<file path="src/rtl/flash_byte_read_responder.sv">
// flash_byte_read_responder
// Responder end of the start/arguments/finished handshake. One accepted
// start performs a single Avalon-MM pipelined read of a 32-bit flash word.
// The byte addressed by the two low argument bits is then returned on
// data_out, together with a one-cycle finished pulse.
module flash_byte_read_responder #(
  parameter int N        = 32,
  parameter int M        = 8,
  parameter int FLASH_AW = 23
) (
  input  logic                sm_clk,
  input  logic                reset,
  input  logic                start,
  input  logic [N-1:0]        arguments,
  output logic                finished,
  output logic [M-1:0]        data_out,
  output logic                busy,
  output logic [FLASH_AW-1:0] flash_address,
  output logic                flash_read,
  output logic [3:0]          flash_byteenable,
  input  logic                flash_waitrequest,
  input  logic [31:0]         flash_readdata,
  input  logic                flash_readdatavalid
);

  typedef enum logic [1:0] {
    IDLE       = 2'd0,
    ISSUE      = 2'd1,
    WAIT_VALID = 2'd2,
    DONE       = 2'd3
  } state_t;

  state_t     state_reg;
  logic [1:0] lane_reg;    // byte lane within the word, latched at start
  logic [7:0] lanes [4];   // readdata split into its four byte lanes

  // Whole-word reads only; the byte is picked out internally.
  assign flash_byteenable = 4'b1111;

  // Slice the read data word into byte lanes.
  for (genvar gi = 0; gi < 4; gi++) begin : g_lane
    assign lanes[gi] = flash_readdata[8*gi +: 8];
  end

  // Argument bits above the byte address carry no meaning here.
  if (N > FLASH_AW + 2) begin : g_unused_args
    logic unused_high_args;
    assign unused_high_args = ^arguments[N-1:FLASH_AW+2];
  end

  // Request sequencing: latch address, issue one read, capture one byte.
  always_ff @(posedge sm_clk or posedge reset) begin
    if (reset) begin
      state_reg     <= IDLE;
      lane_reg      <= 2'd0;
      finished      <= 1'b0;
      busy          <= 1'b0;
      flash_read    <= 1'b0;
      flash_address <= '0;
      data_out      <= '0;
    end else begin
      case (state_reg)
        IDLE: begin
          finished <= 1'b0;
          if (start) begin
            lane_reg      <= arguments[1:0];
            flash_address <= arguments[FLASH_AW+1:2];
            flash_read    <= 1'b1;
            busy          <= 1'b1;
            state_reg     <= ISSUE;
          end
        end
        ISSUE: begin
          // Command and address stay put until the slave stops stalling.
          if (!flash_waitrequest) begin
            flash_read <= 1'b0;
            state_reg  <= WAIT_VALID;
          end
        end
        WAIT_VALID: begin
          if (flash_readdatavalid) begin
            data_out  <= M'(lanes[lane_reg]);
            finished  <= 1'b1;
            state_reg <= DONE;
          end
        end
        DONE: begin
          // busy covers the finished cycle, so a start here is dropped.
          finished  <= 1'b0;
          busy      <= 1'b0;
          state_reg <= IDLE;
        end
        default: begin
          finished   <= 1'b0;
          busy       <= 1'b0;
          flash_read <= 1'b0;
          state_reg  <= IDLE;
        end
      endcase
    end
  end

endmodule

</file>
<file path="config.mk">
export PLATFORM = sky130hd
export DESIGN_NAME = flash_byte_read_responder
export DESIGN_NICKNAME = d
export VERILOG_FILES = /design/src/rtl/flash_byte_read_responder.sv
export SDC_FILE = /design/constraint.sdc
export NUM_CORES = 1
export LEC_CHECK = 0
export CORE_MARGIN = 2
export CORE_UTILIZATION = 27
export DETAILED_ROUTE_END_ITERATION = 12
export PLACE_DENSITY_LB_ADDON = 0.1
export SETUP_SLACK_MARGIN = 0.02
export SYNTH_ARGS = -nofsm -noshare
export SYNTH_HDL_FRONTEND = slang
export SYNTH_SLANG_ARGS = --single-unit
export TNS_END_PERCENT = 100
</file>
<file path="constraint.sdc">
create_clock -name sm_clk -period 4.45 [get_ports sm_clk]
set_input_delay 0.6675 -clock sm_clk [delete_from_list [all_inputs] [get_ports sm_clk]]
set_output_delay 0.6675 -clock sm_clk [all_outputs]
set_load 0.1 [all_outputs]
</file>
==> results.txt, run 1 <==
----------------------------------------------------
[GRT]
  Global-route wire length before repair ... 6975 µm
  Antenna violations before repair ... 0
  Via count of the first global-routing pass ... 1424
  Largest net degree at the start of global routing ... 39
  GRT overflow ... 0
  GRT Overall Usage ... 0.1226

[CTS]
  Maximum level of the CTS H-tree ... 2
  Hold buffer count at CTS ... 0
  Reg clk slew, reported paths ... 0.07 ns
  CTS root buf ... clkbuf_8
  Sinks on Clock Net ... 38
  Clock tree from TritonCTS ... done
  Number of buffers inserted during clock tree synthesis ... 5
  Max Root-Sink Buffers ... 2
  CTS-repair resized insts ... 0
  Skew-Pair Late Insertion Delay ... 0.29 ns
  Buffers inserted by post-CTS timing repair ... 0

[Worst setup path]
  Worst EP arrival ... 1.80 ns
  Crit end category ... primary output
  Critical path fanouts, max ... 3
  Critical path required time ... 3.78 ns
  Element type at the critical path start ... flop
  Cell family with most CP delay ... buffers and inverters
  Cell with the largest stage delay on the worst path ... clkdlybuf4s50_1
  Class of the most critical setup path ... reg2out
  Buffer and inverter count on the worst path ... 1
  Peak per-stage delay on the critical path ... 1.14 ns
  Cell-by-cell listing of the critical path ... clkdlybuf4s50_1

[Drt]
  Routed length per placed instance ... 14.02 µm
  Number of iterations in the first detailed-routing pass ... 4
  Number of design-rule violations left by the first detailed-router iteration ... 24
  Number of nets with antenna violations after detailed routing ... 0
  Via density ... 4.531
  Vias after detailed routing ... 1391
  Total DRC errors in the routed layout ... 0
  Total wirelength of the detailed-routed design ... 4303 µm

[Run status]
  Outcome ... completed

[Final layout]
  Most flops, register ... flash_address
  Registers with the most flip-flops ... flash_address: 23 flops, data_out: 8 flops
  Final design area excluding fillers ... 0.002880 mm²
  Growth of design area from synthesis to finish ... 61.54%
  Non-Filler Instances ... 307
  Layout cells sized above 1 ... 0.1696
  Diode count ... 0
  Final nets ... 304
  Largest register FFs ... 23
  Commonest non-fill, non-tap cells in the layout ... clkdlybuf4s50_1 (95), dfrtp_1 (38), mux2_2 (27)
  Commonest non-fill, non-tap cell in the layout ... clkdlybuf4s50_1

[Floorplanning]
  Core area ... 0.006386 mm²
  I/O pin total ... 107
  Height of the die ... 85.26 µm
  Number of placement rows ... 29
  Die boundary width ... 85.26 µm
  Total Die Area ... 0.007269 mm²
  Starting utilization of the core area ... 0.2792

[Yosys]
  EDFF count, synth ... 0
  Number of register bits inferred by synthesis ... 38
  Mean instance size in the synthesized netlist ... 13.51 µm²
  Primary flip-flop cell chosen by synthesis mapping ... dfrtp_1
  YS warnings ... 0
  Proportion of synthesized chip area in sequential cells ... 0.5333
  Distinct cells, synth ... 21
  Cells after synthesis ... 132
  Mapped cell area ... 0.001783 mm²
  Async set-reset flop share out of synthesis ... 1.000

[Place]
  Post-Place Setup Slack ... 2.244 ns
  IO Port Bufs ... 95
  Routability congestion estimate ... 0.6802
  Final HPWL DP ... 3119 µm
  Post-Place Cell Area ... 0.002770 mm²
  Cell total after placement ... 299

[STA]
  Final-report hold violation count ... 0
  Max-slew violations ... 0
  Share of the cycle needed by the critical path after routing ... 0.5536
  RSZ-0062 raised after global routing ... no
  Pin slew with the least headroom to its limit ... 0.9955 ns
  Fmax ... 405.9 MHz
  Count of final setup violators ... 0
  Worst-case headroom to the max-slew limit ... 0.3343
  Final worst clock skew ... 0.004371 ns
  Post-layout minimum cycle time ... 2.463 ns
  Aggregate negative setup slack ... 0 ns
  Post-route setup slack ... 1.987 ns

[Flow run]
  Count of maximum capacitance violations ... 0

[Hold path]
  Class of the tightest hold or removal check ... reg2reg

----------------------------------------------------
## cells in the mapped netlist, drive strengths merged, types with 2 or more instances
library cell / instances / area (µm²)
dfrtp: 38 / 950.9
mux2: 27 / 304.0
mux2i: 16 / 160.2
nand2: 11 / 46.29
buf: 9 / 78.82
o221ai: 8 / 76.32
ha: 6 / 75.07
inv: 4 / 15.01
a31oi: 2 / 12.51
nand2b: 2 / 12.51
nand3: 2 / 10.01
## final cells by class
type	instances	area [µm²]
tap	77	96.34
fill	619	3506
inverter	4	15.01
clock buffer	8	110.1
timing repair buffer	96	958.4
multi-input combinational	84	749.5
sequential	38	950.9
## per-layer routing
metal | GRT usage | vias to the layer above | part of all wire
li1 | - | 658 | -
met2 | 0.1882 | 67 | 0.42
met4 | 0.03896 | 0 | 0.010
met5 | 0 | - | 0
met3 | 0.05545 | 6 | 0.12
met1 | 0.1544 | 660 | 0.46
## path summary, 6_finish.rpt
path	start	end	slack (ns)	cells after the start
setup / recovery	busy$_DFFE_PP0P_	busy	1.99	1
hold / removal	data_out[3]$_DFFE_PP0P_	data_out[3]$_DFFE_PP0P_	0.49	2
setup reg to reg	state_reg[0]$_DFFE_PP0P_	data_out[7]$_DFFE_PP0P_	2.63	5
hold reg to reg	data_out[3]$_DFFE_PP0P_	data_out[3]$_DFFE_PP0P_	0.49	2
max in group asynchronous	reset	state_reg[1]$_DFFE_PP0P_	3.30	3
min in group asynchronous	reset	flash_address[0]$_DFFE_PP0P_	0.80	3
## kinds of logic (layout without fill, tap and decap cells)
family / count (synthesis) / in the layout / share of synthesized area
DFF: 38 / 38 / 0.5333
adders and majority gates: 6 / 6 / 0.04210
AOI/OAI and AO/OA: 13 / 13 / 0.06105
and+or+nand+nor: 18 / 18 / 0.04842
buffers and inverters: 13 / 108 / 0.05263
other: 1 / 4 / 0.002103
muxes: 43 / 43 / 0.2603
## worst min-delay path, stage by stage, from the launching register on
cell	delay, ns
dfrtp_1	0.35
nand2_1	0.05
o221ai_1	0.06
## per-stage QoR
step	util	hold slack, ns
2_1_floorplan	-	0.4943
3_3_place_gp	0.4338	0.4701
3_5_place_dp	0.4338	0.4782
4_1_cts	0.4510	0.4958
5_1_grt	0.4510	0.5154
6_report	0.4510	0.4899
Power of run 1 is not shown: default switching activity piles up to over one toggle a cycle in this logic, so the estimate is an artifact.
==> run 2: changes to the inputs <==
==> constraint.sdc (replaced) <==
create_clock -name sm_clk -period 2.01 [get_ports sm_clk]
set_input_delay 0.3015 -clock sm_clk [delete_from_list [all_inputs] [get_ports sm_clk]]
set_output_delay 0.3015 -clock sm_clk [all_outputs]
set_load 0.1 [all_outputs]
==> results.txt, run 2 (synthesis gave the netlist of run 1 again) <==
----------------------------------------------------
[STA]
  Count of final setup violators ... 0
  Final worst clock skew ... 0.002972 ns
  Share of the cycle needed by the critical path after routing ... 0.8099
  Max-slew violations ... 0
  Post-layout minimum cycle time ... 1.628 ns
  Pin slew with the least headroom to its limit ... 0.5615 ns
  Final-report hold violation count ... 0
  Final hold slack ... 0.4426 ns
  Post-route setup slack ... 0.3821 ns
  RSZ-0062 raised after global routing ... no
  Aggregate negative setup slack ... 0 ns
  Fmax ... 614.3 MHz
  Worst-case headroom to the max-slew limit ... 0.6257

[Final layout]
  Largest register FFs ... 23
  Commonest non-fill, non-tap cells in the layout ... clkdlybuf4s50_1 (61), dfrtp_1 (38), buf_4 (37)
  Layout cells sized above 1 ... 0.3262
  Area of the multi-input gates ... 749.5 µm²
  Registers with the most flip-flops ... flash_address: 23 flops, data_out: 8 flops
  Final nets ... 307
  Number of fill cells in the layout ... 630
  Most flops, register ... flash_address
  Diode count ... 0
  Register area ... 950.9 µm²
  Non-Filler Instances ... 310
  Growth of design area from synthesis to finish ... 58.74%
  Commonest non-fill, non-tap cell in the layout ... clkdlybuf4s50_1

[CTS]
  Sinks on Clock Net ... 38
  Max Root-Sink Buffers ... 2
  Buffers inserted by post-CTS timing repair ... 0
  Hold buffer count at CTS ... 0
  Reg clk slew, reported paths ... 0.08 ns
  Skew-Pair Late Insertion Delay ... 0.28 ns
  CTS root buf ... clkbuf_8
  Maximum level of the CTS H-tree ... 2
  Number of buffers inserted during clock tree synthesis ... 5
  Clock tree from TritonCTS ... done
  CTS-repair resized insts ... 0

[Drt]
  Total DRC errors in the routed layout ... 0
  Total wirelength of the detailed-routed design ... 4321 µm
  Number of nets with antenna violations after detailed routing ... 0
  Routed length per placed instance ... 13.94 µm
  Via density ... 4.419
  Number of iterations in the first detailed-routing pass ... 3
  Number of design-rule violations left by the first detailed-router iteration ... 21
  Vias after detailed routing ... 1370

[Place]
  Final HPWL DP ... 3173 µm
  Post-Place Setup Slack ... 0.3235 ns
  Cell total after placement ... 302
  Routability congestion estimate ... 0.7222
  IO Port Bufs ... 95

[Floorplanning]
  Die boundary width ... 85.26 µm
  Total Die Area ... 0.007269 mm²
  Height of the die ... 85.26 µm
  Starting utilization of the core area ... 0.2792
  Core area ... 0.006386 mm²
  Number of placement rows ... 29
  I/O pin total ... 107

[Worst setup path]
  Cell family with most CP delay ... simple AND/OR/NAND/NOR gates
  Class of the most critical setup path ... reg2reg
  Cell with the largest stage delay on the worst path ... or2_0
  Capture point of the worst reg-to-reg path ... data_out[7]$_DFFE_PP0P_
  Peak per-stage delay on the critical path ... 0.46 ns
  Element type at the critical path start ... flop
  Cell-by-cell listing of the critical path ... inv_1 -> ha_1 -> nand2_2 -> or2_0 -> o221ai_1
  Setup slack of the most critical reg-to-reg path ... 0.38 ns
  Buffer and inverter count on the worst path ... 1
  Crit end category ... flop
  Critical path fanouts, max ... 8
  Worst EP arrival ... 1.77 ns
  Source of the worst register-to-register timing path ... state_reg[0]$_DFFE_PP0P_
  Register-to-Register Path Depth ... 5
  Critical path required time ... 2.15 ns

[GRT]
  GRT overflow ... 0
  GRT Overall Usage ... 0.1186
  Antenna violations before repair ... 0
  Largest net degree at the start of global routing ... 39
  Global-route wire length before repair ... 6851 µm
  Via count of the first global-routing pass ... 1456

[Run status]
  Outcome ... completed

[Hold path]
  Class of the tightest hold or removal check ... in2async

[Flow run]
  Count of maximum capacitance violations ... 0

----------------------------------------------------
==> run 2: cell count changes in the layout (fill, tap and decap cells not counted) <==
cell             previous run  this run
buf_12                      0         1
buf_4                       1        37
clkdlybuf4s50_1            95        61
==> run 2: how the worst max path moves through the flow <==
stage	depth (start not counted)	to	startpoint
2_1_floorplan	5	state_reg[1]$_DFFE_PP0P_	state_reg[0]$_DFFE_PP0P_
3_3_place_gp	4	data_out[6]$_DFFE_PP0P_	flash_readdatavalid
3_5_place_dp	4	data_out[7]$_DFFE_PP0P_	flash_readdatavalid
4_1_cts	5	data_out[7]$_DFFE_PP0P_	state_reg[0]$_DFFE_PP0P_
5_1_grt	5	data_out[7]$_DFFE_PP0P_	state_reg[0]$_DFFE_PP0P_
6_report	5	data_out[7]$_DFFE_PP0P_	state_reg[0]$_DFFE_PP0P_
==> run 2: tightest hold or removal path, delay by kind of cell <==
| kind | cells | cell delay, ns |
|---|---|---|
| buf+inv | 3 | 0.87 |
==> run 2: layout make-up <==
cell class              count  area share
inverters                   4    0.005305
multi-input cells          84      0.2648
clock buffers               8     0.03890
repair buffers             99      0.3210
flip-flops and latches     38      0.3360
well taps                  77     0.03404
==> run 2: per-stage QoR <==
step / utilization / instance area, µm²
detailed placement: 0.4259 / 2720
finish: 0.4432 / 2830
global placement: 0.4259 / 2720
floorplan: - / 1794
global route: 0.4432 / 2830
CTS: 0.4432 / 2830
==> run 2: per-layer routing <==
| layer | up-vias | global-route usage | share of wire |
|---|---|---|---|
| met4 | 0 | 0.03896 | 0.0056 |
| met1 | 640 | 0.1559 | 0.45 |
| met5 | - | 0 | 0 |
| met3 | 2 | 0.04669 | 0.10 |
| met2 | 66 | 0.1790 | 0.44 |
| li1 | 662 | - | - |
Power of run 2 is left out for the same reason.
